### src/rtl/dec_to_bin_enc_pkg.sv
// Shared types and constants for the keypad digit encoder.
package dec_to_bin_pkg;

  localparam int DIGIT_W  = 4;
  localparam int NUM_KEYS = 10;

  typedef logic [DIGIT_W-1:0]  digit_t;
  // Bit i carries key i (bit 0 = key zero ... bit 9 = key nine).
  typedef logic [NUM_KEYS-1:0] keys_t;

  localparam digit_t DIG_0 = 4'd0;
  localparam digit_t DIG_1 = 4'd1;
  localparam digit_t DIG_2 = 4'd2;
  localparam digit_t DIG_3 = 4'd3;
  localparam digit_t DIG_4 = 4'd4;
  localparam digit_t DIG_5 = 4'd5;
  localparam digit_t DIG_6 = 4'd6;
  localparam digit_t DIG_7 = 4'd7;
  localparam digit_t DIG_8 = 4'd8;
  localparam digit_t DIG_9 = 4'd9;

endpackage

### src/rtl/dec_to_bin_enc_onehot.sv
// Combinational one-hot (ten key) to binary digit converter with
// single-key and multi-key detection.
module onehot10_to_bin
  import dec_to_bin_pkg::*;
(
  input  keys_t  keys_i,
  output digit_t code_o,
  output logic   single_o,
  output logic   multi_o
);

  logic [DIGIT_W-1:0] cnt;

  // Encode the lowest set key and count how many keys are set.
  always_comb begin
    code_o = DIG_0;
    cnt    = '0;
    for (int unsigned i = NUM_KEYS; i > 0; i--) begin
      if (keys_i[i-1]) begin
        code_o = digit_t'(i-1);
        cnt    = cnt + 1'b1;
      end
    end
    single_o = (cnt == 4'd1);
    multi_o  = (cnt > 4'd1);
  end

endmodule

### src/rtl/dec_to_bin_enc.sv
// Registered keypad encoder: ten decimal key lines -> 4-bit digit code with
// valid / press-strobe / multi-key error flags.
// Optional build macro: DEC_TO_BIN_INPUT_SYNC_EN (2-flop input synchronizer).
module dec_to_bin_enc
  import dec_to_bin_pkg::*;
#(
  parameter digit_t RESET_DIGIT = DIG_0
) (
  input  logic   clk,
  input  logic   rst,
  input  logic   zero,
  input  logic   one,
  input  logic   two,
  input  logic   three,
  input  logic   four,
  input  logic   five,
  input  logic   six,
  input  logic   seven,
  input  logic   eight,
  input  logic   nine,
  output digit_t res,
  output logic   valid,
  output logic   press,
  output logic   err
);

  keys_t  keys_raw;
  keys_t  keys_s;
  digit_t code;
  logic   single;
  logic   multi;

  digit_t res_q,   res_d;
  logic   valid_q, valid_d;
  logic   press_q, press_d;
  logic   err_q,   err_d;
  keys_t  prev_q,  prev_d;

  assign keys_raw = {nine, eight, seven, six, five, four, three, two, one, zero};

`ifdef DEC_TO_BIN_INPUT_SYNC_EN
  keys_t sync1_q, sync2_q;

  // Two-stage synchronizer on every key line.
  always_ff @(posedge clk or posedge rst) begin
    if (rst) begin
      sync1_q <= '0;
      sync2_q <= '0;
    end else begin
      sync1_q <= keys_raw;
      sync2_q <= sync1_q;
    end
  end

  assign keys_s = sync2_q;
`else
  assign keys_s = keys_raw;
`endif

  onehot10_to_bin u_enc (
    .keys_i   (keys_s),
    .code_o   (code),
    .single_o (single),
    .multi_o  (multi)
  );

  // Next-state: digit only captured on a clean single key; a press is any
  // single-key sample that differs from the previous sampled key pattern.
  always_comb begin
    res_d   = res_q;
    valid_d = single;
    err_d   = multi;
    press_d = single && (prev_q != keys_s);
    prev_d  = keys_s;
    if (single) begin
      res_d = code;
    end
  end

  // Output and previous-key registers.
  always_ff @(posedge clk or posedge rst) begin
    if (rst) begin
      res_q   <= RESET_DIGIT;
      valid_q <= 1'b0;
      press_q <= 1'b0;
      err_q   <= 1'b0;
      prev_q  <= '0;
    end else begin
      res_q   <= res_d;
      valid_q <= valid_d;
      press_q <= press_d;
      err_q   <= err_d;
      prev_q  <= prev_d;
    end
  end

  assign res   = res_q;
  assign valid = valid_q;
  assign press = press_q;
  assign err   = err_q;

endmodule

### config.mk
export PLATFORM = sky130hd
export DESIGN_NAME = dec_to_bin_enc
export DESIGN_NICKNAME = d
export VERILOG_FILES = /design/src/rtl/dec_to_bin_enc_pkg.sv /design/src/rtl/dec_to_bin_enc_onehot.sv /design/src/rtl/dec_to_bin_enc.sv
export SDC_FILE = /design/constraint.sdc
export NUM_CORES = 1
export LEC_CHECK = 0
export CORE_MARGIN = 3
export CORE_UTILIZATION = 52
export CTS_CLUSTER_DIAMETER = 40
export DETAILED_ROUTE_END_ITERATION = 8
export HOLD_SLACK_MARGIN = 0.03
export PLACE_DENSITY = 0.81
export SETUP_SLACK_MARGIN = 0.3
export SYNTH_ARGS = -nofsm -noshare
export SYNTH_HDL_FRONTEND = slang
export SYNTH_HIERARCHICAL = 1
export SYNTH_SLANG_ARGS = --single-unit
### constraint.sdc
create_clock -name clk -period 1 [get_ports clk]
set_input_delay 0.1 -clock clk [delete_from_list [all_inputs] [get_ports clk]]
set_output_delay 0.1 -clock clk [all_outputs]
set_load 0.01 [all_outputs]
## After elaboration in Yosys (flattened, before gate mapping)

Cells that the tools add are included.

| operators by class | value |
|---|---|
| reduce and logical (&&, ||, !) cells | 1 |
| eq/ne operators | 2 |
| multiplexer cells | 20 |
| $lt $le $gt $ge | 1 |
| $add $sub $neg | 9 |

Operators by type and width:

| kind | number |
|---|---|
| 4-bit 2-to-1 mux | 19 |
| 4-bit by 1-bit adder with 4-bit output (second input constant) | 8 |
| 10-bit inequality test | 1 |
| 4-bit by 1-bit equality test with 1-bit output (second input constant) | 1 |
| 4-bit by 1-bit > comparator with 1-bit output (second input constant) | 1 |
| 1-bit by 1-bit adder with 2-bit output (second input constant) | 1 |
| 1-bit logical AND | 1 |
| 1-bit 2-to-1 mux | 1 |

| storage, ports and cells | value |
|---|---|
| output and inout port bits | 7 |
| register bits after elaboration | 17 |

## Logic depth before layout (Yosys ltp)

Gate-level depths: netlist of run 1.

| depth | value |
|---|---|
| depth after elaboration | 21 |
| mapped depth | 27 |

## Modules after synthesis

Netlist of run 1, hierarchy kept.

By module, submodules not included:

| module | seq. area each (um^2) | times used | area an instance (um^2) | cells each |
|---|---|---|---|---|
| onehot10_to_bin | 0.0 | 1 | 1242.4 | 164 |
| dec_to_bin_enc | 425.4 | 1 | 585.6 | 35 |

## Least setup slack after synthesis of run 1

Ideal clock, no wire load.

| timing | value |
|---|---|
| kind | input-to-reg |
| start | in eight |
| end | reg res_q[0], in the netlist res[0] |
| arrival time | 5.309 ns |
| path buffers | 1 |
| data required time | 0.875 ns |
| cell stages on the path | 27 |
| slack | -4.434 ns |
| path through | inv_1 ha_1 buf_6 xor2_4 ha_1 nor2b_1 or4_1 o211ai_1 nor2_1 ha_1 mux2_2 or2_2 xnor2_1 nand2_1 nand2_1 ha_1 xor2_1 nand2_1 o21ai_0 o22ai_1 ha_1 and2_1 o21ai_0 o31ai_1 mux2i_1 nor2_1 mux2_2 |

| between the ends | value |
|---|---|
| longest elaborated chain between the ends | 18 |
| elaborated cells on any way between the ends | 27 |
| classes of those cells | add/sub (8); eq/ne (1); mux (18) |

Ends and longest elaborated chain:

| item | RTL line | source |
|---|---|---|
| start: declaration | dec_to_bin_enc.sv:19 | `input logic eight,` |
| 4-bit 2-to-1 mux (*) | dec_to_bin_enc_onehot.sv:19 | `if (keys_i[i-1]) begin` |
| 4-bit by 1-bit adder with 4-bit output | dec_to_bin_enc_onehot.sv:21 | `cnt = cnt + 1'b1;` |
| 4-bit 2-to-1 mux (*) | dec_to_bin_enc_onehot.sv:19 |  |
| 4-bit by 1-bit adder with 4-bit output | dec_to_bin_enc_onehot.sv:21 |  |
| 4-bit 2-to-1 mux (*) | dec_to_bin_enc_onehot.sv:19 |  |
| 4-bit by 1-bit adder with 4-bit output | dec_to_bin_enc_onehot.sv:21 |  |
| 4-bit 2-to-1 mux (*) | dec_to_bin_enc_onehot.sv:19 |  |
| 4-bit by 1-bit adder with 4-bit output | dec_to_bin_enc_onehot.sv:21 |  |
| [3 not listed] | n/a |  |
| 4-bit by 1-bit adder with 4-bit output | dec_to_bin_enc_onehot.sv:21 |  |
| 4-bit 2-to-1 mux (*) | dec_to_bin_enc_onehot.sv:19 |  |
| 4-bit by 1-bit adder with 4-bit output | dec_to_bin_enc_onehot.sv:21 |  |
| 4-bit 2-to-1 mux (*) | dec_to_bin_enc_onehot.sv:19 |  |
| 4-bit by 1-bit adder with 4-bit output | dec_to_bin_enc_onehot.sv:21 |  |
| 4-bit 2-to-1 mux (*) | dec_to_bin_enc_onehot.sv:19 |  |
| 4-bit by 1-bit equality test with 1-bit output (*) | dec_to_bin_enc_onehot.sv:24 | `single_o = (cnt == 4'd1);` |
| named net single | dec_to_bin_enc.sv:30 | `logic single;` |
| end signal: assignment | dec_to_bin_enc.sv:89 | `res_q <= res_d;` |
| end: declaration | dec_to_bin_enc.sv:33 | `digit_t res_q, res_d;` |

Mark *: on every way through the listed nets, which the timed path passes. The rest lies on a longest branch.
A chain may end at the register's enable or synchronous reset.

## Worst setup path after layout of run 1

| timing | value |
|---|---|
| start | in nine |
| end | reg res_q[1], in the netlist res[1] |

| between the ends | value |
|---|---|
| longest elaborated chain between the ends | 20 |

Ends and longest elaborated chain:

| item | RTL line | source |
|---|---|---|
| start: declaration | dec_to_bin_enc.sv:20 | `input logic nine,` |
| 1-bit 2-to-1 mux (*) | dec_to_bin_enc_onehot.sv:19 |  |
| 1-bit by 1-bit adder with 2-bit output | dec_to_bin_enc_onehot.sv:21 |  |
| 4-bit 2-to-1 mux (*) | dec_to_bin_enc_onehot.sv:19 |  |
| 4-bit by 1-bit adder with 4-bit output | dec_to_bin_enc_onehot.sv:21 |  |
| 4-bit 2-to-1 mux (*) | dec_to_bin_enc_onehot.sv:19 |  |
| 4-bit by 1-bit adder with 4-bit output | dec_to_bin_enc_onehot.sv:21 |  |
| 4-bit 2-to-1 mux (*) | dec_to_bin_enc_onehot.sv:19 |  |
| 4-bit by 1-bit adder with 4-bit output | dec_to_bin_enc_onehot.sv:21 |  |
| [5 not listed] | n/a |  |
| 4-bit by 1-bit adder with 4-bit output | dec_to_bin_enc_onehot.sv:21 |  |
| 4-bit 2-to-1 mux (*) | dec_to_bin_enc_onehot.sv:19 |  |
| 4-bit by 1-bit adder with 4-bit output | dec_to_bin_enc_onehot.sv:21 |  |
| 4-bit 2-to-1 mux (*) | dec_to_bin_enc_onehot.sv:19 |  |
| 4-bit by 1-bit adder with 4-bit output | dec_to_bin_enc_onehot.sv:21 |  |
| 4-bit 2-to-1 mux (*) | dec_to_bin_enc_onehot.sv:19 |  |
| 4-bit by 1-bit equality test with 1-bit output (*) | dec_to_bin_enc_onehot.sv:24 |  |
| named net single | dec_to_bin_enc.sv:30 |  |

Marked as above.

==> flow_metrics.tcl, run 1 <==
set metrics [dict create \
    status "complete, but fails checks" \
    violations "design-rule violations, negative setup slack" \
    core_area_um2 3200 \
    clock_latency_ns 0.33 \
    pre_cts_ws_ns -4.75 \
    async_reset_ff_share_pct 100 \
    grt_use_met2_pct 66.9 \
    min_path_type "input pin to flop" \
    p_leak_nw 1.41 \
    viasPerCell 7.22 \
    fp.dieW_um 65.3 \
    dp_hpwl_mm 4.72 \
    cts_made_buffers 3 \
    slew_headroom_pct 56.6 \
    synth_cells 199 \
    rsz0062_at_grt "yes" \
    final_hold_viol_count 0 \
    synth_cell_types 55 \
    yosysWarnings 6 \
    area_growth_pct 65.5 \
    synth.net_count 222 \
    cts_buffer_depth 2 \
    fin_ws_ns -4.58 \
    ant_nets 0 \
    fin_skew_ns 0.0142 \
    grt.busiest_layer "met2" \
    final_common_cell "buf_4" \
    htree_num_levels 1 \
    worst_setup_path_start_kind "input pin" \
    synth_edf_count 0 \
    rows 20 \
    grt_pass1_wl_mm 12.9 \
    clock-sinks 17 \
    path_max_fanout 6 \
    setup_violations 7 \
    dieArea_um2 4260 \
    ys_ff_latch 17 \
    fin_crit_sh_pct 558 \
    worst-endpoint-required_ns 1.21 \
    crit_arrival_ns 5.79 \
    drc 34 \
    cpPeakStageDelay_ns 0.35 \
    ys_seq_area_share_pct 23.3 \
    worst_pin_slew_ns 0.647 \
    cp-end-kind "flop" \
    timing.fmax_mhz 179 \
    synth.avg_cell_area_um2 9.19 \
    cp_slowest_cell "ha_1" \
    antenna_found_initial 0 \
    grt_use_met1_pct 45.0 \
    holdWs_ns 0.109 \
    start_util_pct 57.1 \
    wirelength_mm 10.5 \
    grt_max_degree 18 \
    finalMaxSlewViolations 0 \
    synthesis.area_um2 1830 \
    die_h_um 65.3 \
    cts-root-buf "clkbuf_4" \
    ioPinCount 19 \
    cts_tree "done" \
    drt_iter0_drc 760 \
    ys.flop_type "dfrtp_1" \
    track_usage_pct 40.5 \
    gp_congestion 0.901 \
    gr-total-overflow 0 \
    grt_pass1_vias 2446 \
    routedWlPerCell_um 28.9 \
    drive_gt1_share_pct 52.8 \
    powerDensity_nw_per_um2 1890 \
    clk_pin_slew_worst_paths_ns 0.11 \
    maxCapViolations 0 \
    peakVddDrop_mv 1.16 \
    path_class "input pin to flop" \
    layout_common_cells "buf_4 (100), dfrtp_1 (17), xnor2_1 (16), nand2_1 (16), nor2_1 (13)" \
    via_count 2612 \
    antenna-diode-count 0 \
    fin_setup_tns_ns -31.47 \
    grt_use_met3_pct 10.9 \
    min_period_ns 5.58 \
    io_buffers 18 \
    dr.pass1.iters 9 \
    nets 342 \
]
## final timing paths
check | to | slack, ns | start | depth (start not counted)
setup reg to reg | press$_DFF_PP0_ | -0.29 | prev_q[5]$_DFF_PP0_ | 3
setup / recovery | res[1]$_DFFE_PP0P_ | -4.58 | nine | 31
min in group asynchronous | prev_q[9]$_DFF_PP0_ | 0.24 | rst | 3
hold / removal | prev_q[8]$_DFF_PP0_ | 0.11 | eight | 2
hold reg to reg | res[3]$_DFFE_PP0P_ | 0.64 | res[3]$_DFFE_PP0P_ | 2
max in group asynchronous | err$_DFF_PP0_ | 0.55 | rst | 3
## where the power goes
| part | internal [mW] | switching, mW |
|---|---|---|
| Combinational | 2.24 | 2.18 |
| Sequential | 0.806 | 0.0755 |
| Clock | 0.150 | 0.277 |
| Total | 3.20 | 2.53 |
## repair_timing
item | 4_1_cts | 5_1_grt
setup endpoints to repair | 17 | 16
pin swaps | 16 | 18
hold buffers | 0 | 0
buffers inserted | 31 | 9
gates resized for setup | 52 | 17
## per-stage QoR
stage	utilization, %	area, um2	total power [mW]	cells
after global routing	94.5	3030	5.76	362
after floorplan	-	1920	2.54	199
after detailed placement	81.0	2590	3.72	318
final	94.5	3030	5.73	362
after CTS	89.4	2860	4.64	353
after global placement	81.0	2590	3.52	318
## logic make-up after synthesis
family / after synthesis / share of synthesized area, %
compound gates: 45 / 19.6
xor+xnor: 30 / 20.3
fa+ha+maj: 11 / 7.53
buf+inv: 19 / 5.20
flops: 17 / 23.3
mux: 11 / 6.43
simple gates: 66 / 17.6
## flip-flops by register name, summed over array words and instances (netlist names)
name	flops
prev_q	10
valid	1
err	1
press	1
res	4
## per-layer routing
metal  up-vias  part of all wire, %  wire [um]
li1        953                    -          -
met1      1151                   32       3320
met2       345                   40       4220
met3       163                   16       1660
met4         0                   12       1280
met5         -                    0          0
## critical path: cells and delay by family
family | cells | cell delay, ns
AO/OA/AOI/OAI | 8 | 1.35
AND/OR/NAND/NOR | 7 | 1.25
adder cells (fa/ha/maj) | 4 | 1.19
buffers and inverters | 7 | 0.83
multiplexers | 4 | 0.78
XOR/XNOR | 1 | 0.30
## synthesized netlist by cell type (2+ instances only)
cell | count | share of area [%]
a2111oi_2 | 2 | 1.6
a21o_1 | 2 | 0.82
a21oi_1 | 5 | 1.4
a31o_2 | 2 | 0.96
and2_1 | 2 | 0.68
buf_4 | 4 | 1.6
clkbuf_1 | 3 | 0.62
dfrtp_1 | 17 | 23
ha_1 | 11 | 7.5
inv_1 | 9 | 1.8
mux2_2 | 6 | 3.7
mux2i_1 | 5 | 2.7
nand2_1 | 18 | 3.7
nand2b_1 | 5 | 1.7
nand3_1 | 6 | 1.6
nand4_1 | 3 | 1.0
nor2_1 | 15 | 3.1
nor2b_1 | 5 | 1.7
nor3_1 | 4 | 1.1
nor4_1 | 2 | 0.68
o2111ai_1 | 2 | 0.96
o211ai_1 | 3 | 1.2
o21ai_0 | 8 | 2.2
o31ai_1 | 4 | 1.6
or2_2 | 3 | 1.0
or4_1 | 2 | 0.82
xnor2_1 | 18 | 8.6
xor2_1 | 5 | 2.4
xor2_4 | 2 | 3.0
## layout make-up
cell class | instances | area (um2)
clock buffer | 3 | 22.5
clock inverter | 1 | 5.00
fill | 101 | 178
inverter | 9 | 51.3
multi-input combinational | 163 | 1480
sequential | 17 | 425
tap | 44 | 55.1
timing repair buffer | 125 | 982
Power figures use the tool's default switching activity.
==> run 2, diff against run 1 <==
Settings changed: CAP_MARGIN set to 15.
==> results of run 2 <==
No change in the layout: final DEF, timing and power equal those of run 1.
